<file path="src/rtl/sabertooth_pkg.sv">
// Shared definitions for the Sabertooth packetized-serial receive path:
// command codes, address range, state encodings and the packet checksum.
package sabertooth_pkg;

    localparam logic [6:0] CMD_M1_FWD = 7'd0;
    localparam logic [6:0] CMD_M1_REV = 7'd1;
    localparam logic [6:0] CMD_M2_FWD = 7'd4;
    localparam logic [6:0] CMD_M2_REV = 7'd5;

    localparam int ADDR_MIN = 128;
    localparam int ADDR_MAX = 135;

    typedef enum logic [1:0] {
        WAIT_ADDR,
        GOT_ADDR,
        GOT_CMD,
        GOT_DATA
    } parser_state_t;

    typedef enum logic [1:0] {
        IDLE,
        START,
        DATA,
        STOP
    } rx_state_t;

    // Packet checksum: low seven bits of address + command + data.
    function automatic logic [6:0] checksum(input logic [7:0] addr,
                                            input logic [6:0] cmd,
                                            input logic [6:0] data);
        logic [7:0] sum;
        sum = addr + {1'b0, cmd} + {1'b0, data};
        return sum[6:0];
    endfunction

endpackage

</file>
<file path="src/rtl/sabertooth_rx_decoder_uart_rx_core.sv">
// 8N1 UART receiver: two-flop synchronizer plus a start/data/stop bit engine.
// Emits a one-cycle byte_valid with the byte, or a one-cycle frame_err when
// the stop bit samples low. Reusable for other serial receive paths.
module uart_rx_core
    import sabertooth_pkg::*;
#(
    parameter int DIV = 5208
) (
    input  logic       clk,
    input  logic       reset_n,
    input  logic       uart_in,
    output logic       byte_valid,
    output logic [7:0] byte_data,
    output logic       frame_err
);

    localparam int HALF = DIV / 2;
    localparam int CW   = $clog2(DIV + 1);

    // [0] first flop, [1] synchronized line, [2] previous synchronized value
    logic [2:0]    sync_reg;
    rx_state_t     state_reg;
    logic [CW-1:0] cnt_reg;
    logic [2:0]    bit_idx_reg;
    logic [7:0]    shift_reg;

    logic synced;
    logic fall;

    assign synced = sync_reg[1];
    assign fall   = sync_reg[2] & ~sync_reg[1];

    // Bring the asynchronous line into the clock domain; idle level is high.
    always_ff @(posedge clk) begin
        if (!reset_n) begin
            sync_reg <= 3'b111;
        end else begin
            sync_reg <= {sync_reg[1:0], uart_in};
        end
    end

    // Bit engine: find the start edge, verify it mid-bit, then sample the
    // eight data bits and the stop bit one bit period apart.
    always_ff @(posedge clk) begin
        if (!reset_n) begin
            state_reg   <= IDLE;
            cnt_reg     <= '0;
            bit_idx_reg <= '0;
            shift_reg   <= '0;
            byte_valid  <= 1'b0;
            byte_data   <= '0;
            frame_err   <= 1'b0;
        end else begin
            byte_valid <= 1'b0;
            frame_err  <= 1'b0;
            case (state_reg)
                IDLE: begin
                    if (fall) begin
                        state_reg <= START;
                        cnt_reg   <= '0;
                    end
                end
                START: begin
                    if (cnt_reg == CW'(HALF - 1)) begin
                        cnt_reg     <= '0;
                        bit_idx_reg <= '0;
                        // A line already back high is a glitch, not a start bit.
                        state_reg   <= synced ? IDLE : DATA;
                    end else begin
                        cnt_reg <= cnt_reg + 1'b1;
                    end
                end
                DATA: begin
                    if (cnt_reg == CW'(DIV - 1)) begin
                        cnt_reg   <= '0;
                        shift_reg <= {synced, shift_reg[7:1]};
                        if (bit_idx_reg == 3'd7) begin
                            state_reg <= STOP;
                        end else begin
                            bit_idx_reg <= bit_idx_reg + 1'b1;
                        end
                    end else begin
                        cnt_reg <= cnt_reg + 1'b1;
                    end
                end
                STOP: begin
                    if (cnt_reg == CW'(DIV - 1)) begin
                        cnt_reg   <= '0;
                        state_reg <= IDLE;
                        if (synced) begin
                            byte_valid <= 1'b1;
                            byte_data  <= shift_reg;
                        end else begin
                            frame_err <= 1'b1;
                        end
                    end else begin
                        cnt_reg <= cnt_reg + 1'b1;
                    end
                end
                default: state_reg <= IDLE;
            endcase
        end
    end

endmodule

</file>
<file path="src/rtl/sabertooth_rx_decoder.sv">
// Sabertooth packetized-serial receiver: parses address/command/data/checksum
// packets from the UART byte stream and publishes decoded motor commands.
module sabertooth_rx_decoder
    import sabertooth_pkg::*;
#(
    parameter int CLK_HZ        = 50000000,
    parameter int BAUD          = 9600,
    parameter int ADDR          = 128,
    parameter int TIMEOUT_BYTES = 4
) (
    input  logic       clk,
    input  logic       reset_n,
    input  logic       uart_in,
    output logic       cmd_valid,
    output logic [6:0] cmd_code,
    output logic [6:0] cmd_data,
    output logic [7:0] m1_speed,
    output logic [7:0] m2_speed,
    output logic       chk_err,
    output logic       frame_err
);

    localparam int DIV            = CLK_HZ / BAUD;
    localparam int TIMEOUT_CYCLES = TIMEOUT_BYTES * 10 * DIV;
    localparam int TW             = $clog2(TIMEOUT_CYCLES + 1);
    localparam logic [7:0] ADDR_BYTE = 8'(ADDR);

    logic          byte_valid;
    logic [7:0]    byte_data;
    parser_state_t pstate_reg;
    logic [6:0]    cmd_reg;
    logic [6:0]    data_reg;
    logic [TW-1:0] timer_reg;

    uart_rx_core #(
        .DIV(DIV)
    ) u_rx (
        .clk       (clk),
        .reset_n   (reset_n),
        .uart_in   (uart_in),
        .byte_valid(byte_valid),
        .byte_data (byte_data),
        .frame_err (frame_err)
    );

    // Packet parser with resync on address-like bytes, inter-byte timeout,
    // checksum validation and speed register update on acceptance.
    always_ff @(posedge clk) begin
        if (!reset_n) begin
            pstate_reg <= WAIT_ADDR;
            cmd_reg    <= '0;
            data_reg   <= '0;
            timer_reg  <= '0;
            cmd_valid  <= 1'b0;
            chk_err    <= 1'b0;
            cmd_code   <= '0;
            cmd_data   <= '0;
            m1_speed   <= '0;
            m2_speed   <= '0;
        end else begin
            cmd_valid <= 1'b0;
            chk_err   <= 1'b0;
            if (frame_err) begin
                // A corrupted byte invalidates any packet in progress.
                pstate_reg <= WAIT_ADDR;
                timer_reg  <= '0;
            end else if (byte_valid) begin
                timer_reg <= '0;
                if (pstate_reg != WAIT_ADDR && byte_data[7]) begin
                    // Only address bytes have bit 7 set: restart the packet.
                    pstate_reg <= (byte_data == ADDR_BYTE) ? GOT_ADDR : WAIT_ADDR;
                end else begin
                    case (pstate_reg)
                        WAIT_ADDR: begin
                            if (byte_data == ADDR_BYTE) begin
                                pstate_reg <= GOT_ADDR;
                            end
                        end
                        GOT_ADDR: begin
                            cmd_reg    <= byte_data[6:0];
                            pstate_reg <= GOT_CMD;
                        end
                        GOT_CMD: begin
                            data_reg   <= byte_data[6:0];
                            pstate_reg <= GOT_DATA;
                        end
                        GOT_DATA: begin
                            pstate_reg <= WAIT_ADDR;
                            if (byte_data[6:0] == checksum(ADDR_BYTE, cmd_reg, data_reg)) begin
                                cmd_valid <= 1'b1;
                                cmd_code  <= cmd_reg;
                                cmd_data  <= data_reg;
                                case (cmd_reg)
                                    CMD_M1_FWD: m1_speed <= {1'b0, data_reg};
                                    CMD_M1_REV: m1_speed <= 8'd0 - {1'b0, data_reg};
                                    CMD_M2_FWD: m2_speed <= {1'b0, data_reg};
                                    CMD_M2_REV: m2_speed <= 8'd0 - {1'b0, data_reg};
                                    default: ;
                                endcase
                            end else begin
                                chk_err <= 1'b1;
                            end
                        end
                        default: pstate_reg <= WAIT_ADDR;
                    endcase
                end
            end else if (pstate_reg != WAIT_ADDR) begin
                if (timer_reg == TW'(TIMEOUT_CYCLES - 1)) begin
                    pstate_reg <= WAIT_ADDR;
                    timer_reg  <= '0;
                end else begin
                    timer_reg <= timer_reg + 1'b1;
                end
            end
        end
    end

endmodule

</file>
<file path="config.mk">
export PLATFORM = sky130hd
export DESIGN_NAME = sabertooth_rx_decoder
export DESIGN_NICKNAME = d
export VERILOG_FILES = /design/src/rtl/sabertooth_pkg.sv /design/src/rtl/sabertooth_rx_decoder_uart_rx_core.sv /design/src/rtl/sabertooth_rx_decoder.sv
export SDC_FILE = /design/constraint.sdc
export NUM_CORES = 1
export LEC_CHECK = 0
export ABC_AREA = 1
export BUFFER_PORTS_ARGS = -buffer_cell sky130_fd_sc_hd__buf_2
export CORE_MARGIN = 2
export CORE_UTILIZATION = 50
export CTS_CLUSTER_SIZE = 25
export DETAILED_ROUTE_END_ITERATION = 6
export PLACE_DENSITY = 0.68
export SYNTH_ARGS = -nofsm -noshare
export SYNTH_HDL_FRONTEND = slang
export SYNTH_SLANG_ARGS = --single-unit
</file>
<file path="constraint.sdc">
create_clock -name clk -period 3 [get_ports clk]
set_clock_uncertainty 0.15 [all_clocks]
set_input_delay 0.6 -clock clk [delete_from_list [all_inputs] [get_ports clk]]
set_output_delay 0.6 -clock clk [all_outputs]
set_load 0.03 [all_outputs]
</file>
==> results of run 1 <==
-- synth_stat cells, types with 2 or more instances --
| cell type | n |
|---|---|
| nor2_4 | 2 |
| xnor2_1 | 5 |
| dfxtp_1 | 105 |
| xor2_1 | 12 |
| or2_2 | 2 |
| inv_2 | 4 |
| nand4_1 | 11 |
| inv_1 | 131 |
| a21oi_1 | 47 |
| nand2_1 | 165 |
| ha_1 | 15 |
| nor3_2 | 2 |
| nand2_2 | 8 |
| nand3b_1 | 3 |
| nand3_1 | 37 |
| nor2_1 | 109 |
| nor4_1 | 6 |
| buf_6 | 3 |
| buf_2 | 4 |
| nor3_1 | 26 |
| o211a_1 | 2 |
| o21ai_0 | 54 |
| clkbuf_1 | 14 |
| o211ai_1 | 2 |
| o21ai_1 | 18 |
-- kinds of logic after synthesis --
kind of cell,count (synthesis),synth area share [%]
AND/OR/NAND/NOR,379,30.8
buffers and inverters,156,11.3
AO/OA/AOI/OAI,127,12.2
flip-flops,105,38.8
XOR/XNOR,18,3.05
adder cells (fa/ha/maj),16,3.84
-- power groups by stage --
stage | Clock [mW] | Sequential [mW] | Combinational (mW)
after floorplan | 0 | 1.44 | 0.0954
after global routing | 0.878 | 1.42 | 0.146
after global placement | 0 | 1.45 | 0.123
final | 0.797 | 1.41 | 0.127
after detailed placement | 0 | 1.45 | 0.127
after CTS | 0.822 | 1.41 | 0.128
-- through the flow --
step                cells  setup slack [ns]  hold slack [ns]
floorplan             801             0.690            0.243
global placement      958             0.508            0.245
detailed placement    958             0.461            0.253
CTS                   974             0.452            0.264
global route          974             0.114            0.257
finish                974             0.427            0.272
-- worst min-delay path by stage --
stage	slack (ns)	to	depth (start not counted)
6_report	0.27	u_rx.sync_reg[1]	1
5_1_grt	0.26	u_rx.sync_reg[0]	2
4_1_cts	0.26	u_rx.sync_reg[0]	2
3_5_place_dp	0.25	u_rx.sync_reg[1]	1
3_3_place_gp	0.25	u_rx.sync_reg[1]	1
2_1_floorplan	0.24	u_rx.sync_reg[1]	1
-- layout make-up --
cell class              instances  area, um^2
fillers                      1006        4540
inverters                     135         507
flip-flops and latches        105        2100
clock buffers                  11         141
repair buffers                 42         228
multi-input cells             540        2700
clock inverters                 5        31.3
well taps                     136         170
-- layer usage --
layer	track usage, %	vias up	routed length, um
li1	-	2599	-
met1	27.2	2238	5700
met2	39.5	102	5930
met3	4.16	18	504
met4	8.24	0	208
met5	0	-	0
==> out/metrics.cfg, run 1 <==
[power]
pwr-share-clk_pct=34.1
power_frac_comb_pct=5.4
p_sw_share_pct=24.5
switchingPower_uw=572
total_power_mw=2.34
p_leak_nw=2.69
power_density_nw_per_um2=398
pwr-share-seq_pct=60.5
intPower_mw=1.77
ir_drop_mv=0.206

[sta]
hold_violations=0
fin_tns_setup_ns=0
fmaxAchievable_ghz=0.389
fin_crit_sh_pct=85.8
finalSetupViolCount=0
timing.slew.headroom_pct=58.6
fin_crit_ns=2.57
drv_slew=0
rsz0062_at_grt=false
worst_pin_slew_ns=0.621

[cells_and_area]
nets=852
final_util_pct=56.4
area_delta_synth_final_pct=8.57
n_antenna_cell=0
largest_reg_flops=18
final_cell_mix=nand2_1 (165), inv_1 (131), nor2_1 (109)
final_common_cell=nand2_1
drive_gt1_share_pct=9.79
design_area_um2=5880

[floorplanning]
io_pins=36
die_x_um=108
dieHeight_um=108
rows=37
initial_core_util_pct=52.0
core_um2=10400
dieArea_um2=11700

[global_route]
grt_pass1_vias=4675
grtUsageTotal_pct=22.4
grt_overflow_total=0
grt_max_degree=68
grt_pass1_wl_mm=21.0
antenna_found_initial=0

[worst_setup_path]
critPathArrivalTime_ns=2.69
startpoint=data_reg[0]
crit_path_cell_trace=ha_1 -> fa_1 -> inv_1 -> nand2_1 -> nand2_1 -> nand2_1 -> nand2_1 -> nand2_1 -> nor2_1 -> nand3_1 -> nor2_4 -> nand2_4 -> o21ai_1 -> nor2_1
cp.required_ns=3.11
worstPathMaxFanout=28
crit_top_cell=nand2_1
start_kind=register
end_kind=register
r2r_end=cmd_data[3]
rrSetupSlack_ns=0.43
crit_type=register to register
max_stage_delay_ns=0.42
crit_slowest_cell=fa_1
crit_end=cmd_data[3]
path_depth=14
cpLargestDelayFamily=simple AND/OR/NAND/NOR gates
r2r-start=data_reg[0]
reg2regPathDepth=14
critPathBufInv=1

[routing]
drtIter0Drc=254
ant_nets=0
via_count=4957
routed_wl_mm=12.3
viasPerCell=5.09
drt_drc_violations_left=0
post_drt_wl_per_cell_um=12.7
firstDrtPassIters=4

[logic_synthesis]
yosysSeqAreaShare_pct=38.8
yosys_warnings=0
synth-edff-count=0
synthArstFlopShare_pct=0
synth_cells=801
synthesis.nets=820
yosys.area.top_type=dfxtp_1
ys_top_cells_by_area=dfxtp_1 (39%), nand2_1 (11%), inv_1 (9.1%), nor2_1 (7.6%), o21ai_0 (5.0%)
synth.top_cell.area_share_pct=38.8
ys_types=39
yosys_register_bits=105
synthesis.area_um2=5420
avgSynthCellArea_um2=6.76
ys.flop_type=dfxtp_1

[clocking]
clk_path_buf_depth=2
cts_sinks=105
tritoncts=yes
h-tree-depth=3
cts_resized=0
cts_hold_buf=0
clk_latency_ns=0.36
cts.clk_slew.worst_paths_ns=0.10
cts_setup_buffers=0
cts_made_buffers=9
cts_root_buf=clkbuf_8

[worst_hold_path]
holdCritStartpoint=u_rx.sync_reg[0]
hold_class=register to register

[place]
postPlaceCellArea_um2=5710
globalplace.congestion=0.992
io_buffer_count=35
hpwl_mm=9.22

[job]
maxCapViolations=0

[outcome]
status=finished, final reports clean

(Power assumes the default switching activity.)
==> inputs of run 2 (changes only) <==
--- a/config.mk
+++ b/config.mk
@@ -7,11 +7,13 @@
 export LEC_CHECK = 0
 export ABC_AREA = 1
 export BUFFER_PORTS_ARGS = -buffer_cell sky130_fd_sc_hd__buf_2
+export CORE_ASPECT_RATIO = 0.8
 export CORE_MARGIN = 2
 export CORE_UTILIZATION = 50
 export CTS_CLUSTER_SIZE = 25
 export DETAILED_ROUTE_END_ITERATION = 6
 export PLACE_DENSITY = 0.68
+export RECOVER_POWER = 25
 export SYNTH_ARGS = -nofsm -noshare
 export SYNTH_HDL_FRONTEND = slang
 export SYNTH_SLANG_ARGS = --single-unit
==> out/metrics.cfg, run 2 (synthesis results as in run 1) <==
[sta]
fmaxAchievable_ghz=0.384
fin_tns_setup_ns=0
timing.slew.headroom_pct=50.6
drv_slew=0
hold_ws_ns=0.271
fin_crit_sh_pct=86.7
hold_violations=0
fin_crit_ns=2.60
finalSetupViolCount=0
worst_slack_ns=0.398
rsz0062_at_grt=false
worst_pin_slew_ns=0.742

[routing]
firstDrtPassIters=5
drtIter0Drc=384
routed_wl_mm=12.5
drt_drc_violations_left=0
viasPerCell=5.12
post_drt_wl_per_cell_um=12.8
via_count=4989
ant_nets=0

[worst_setup_path]
rrSetupSlack_ns=0.40
start_kind=register
crit_type=register to register
cp.required_ns=3.09
startpoint=data_reg[0]
r2r-start=data_reg[0]
worstPathMaxFanout=28
critPathArrivalTime_ns=2.69
end_kind=register

[worst_hold_path]
hold_class=register to register
holdCritStartpoint=u_rx.sync_reg[0]

[power]
p_sw_share_pct=20.3
pwr-share-clk_pct=48.7
switchingPower_uw=609
power_density_nw_per_um2=497
pwr-share-seq_pct=47.2
power_frac_comb_pct=4.1
intPower_mw=2.39
ir_drop_mv=0.398
p_leak_nw=2.63
total_power_mw=2.99

[floorplanning]
dieHeight_um=97.1
initial_core_util_pct=52.0
io_pins=36
die_x_um=120
dieArea_um2=11700
rows=33
core_um2=10400

[outcome]
status=finished, final reports clean

[cells_and_area]
final_cell_count_no_fill=975
area_delta_synth_final_pct=11.2
design_area_um2=6020
final_util_pct=57.9
nets=849
final_cell_mix=nand2_1 (165), inv_1 (131), nor2_1 (109)
final_common_cell=nand2_1
n_antenna_cell=0
fillCellCount=1033
drive_gt1_share_pct=5.63
largest_reg_flops=18

[global_route]
grt_pass1_wl_mm=21.0
grt_max_degree=68
grt_overflow_total=0
grtUsageTotal_pct=22.0
antenna_found_initial=0
grt_pass1_vias=4530

[clocking]
cts_resized=0
cts.clk_slew.worst_paths_ns=0.07
cts_sinks=105
clk_path_buf_depth=2
clk_latency_ns=0.35
cts_root_buf=clkbuf_16
cts_setup_buffers=0
cts_hold_buf=0
h-tree-depth=3
tritoncts=yes
cts_made_buffers=9

[place]
io_buffer_count=35
dp_slack_ns=0.434
hpwl_mm=9.11
postPlaceCellArea_um2=5690
globalplace.congestion=0.892
placedCellCount=959

[job]
maxCapViolations=0

-- run 2: worst max-delay path, cell delays in order (launching register included) --
cell and delay (ns):
dfxtp_1 0.37, ha_1 0.25, fa_1 0.52, inv_1 0.05, nand2_1 0.05, nand2_1 0.06
nor2_1 0.11, nand2_1 0.06, nor2_1 0.08, nand3_1 0.12, nor2_4 0.16, nand2_4 0.22
o21ai_1 0.24, nor2_1 0.06
-- run 2: routing by layer --
layer  GRT usage [%]  routed length, um  vias up
met3            5.46                990       13
li1                -                  -     2590
met5               0                  0        -
met1            32.0               6140     2242
met2            33.0               5180      144
met4            4.83                135        0
-- run 2: area by class of cell --
type                       count  area (um^2)  area share (%)
clock inverter                 5          125            2.08
tap                          140          175            2.91
inverter                     135          507            8.41
sequential                   105         2100            34.9
timing repair buffer          39          161            2.68
clock buffer                  11          253            4.20
multi-input combinational    540         2700            44.8
-- run 2: power by group through the flow --
stage,Sequential [mW],Combinational (mW),Clock [mW]
finish,1.41,0.122,1.46
detailed placement,1.45,0.122,0
CTS,1.41,0.123,1.48
floorplan,1.44,0.0954,0
global placement,1.45,0.120,0
global route,1.41,0.139,1.54
-- run 2: path summary, 6_finish.rpt --
| kind | endpoint | cells after the start |
|---|---|---|
| min reg2reg | u_rx.sync_reg[1] | 1 |
| min | u_rx.sync_reg[1] | 1 |
| max | cmd_code[2] | 13 |
| max reg2reg | cmd_code[2] | 13 |
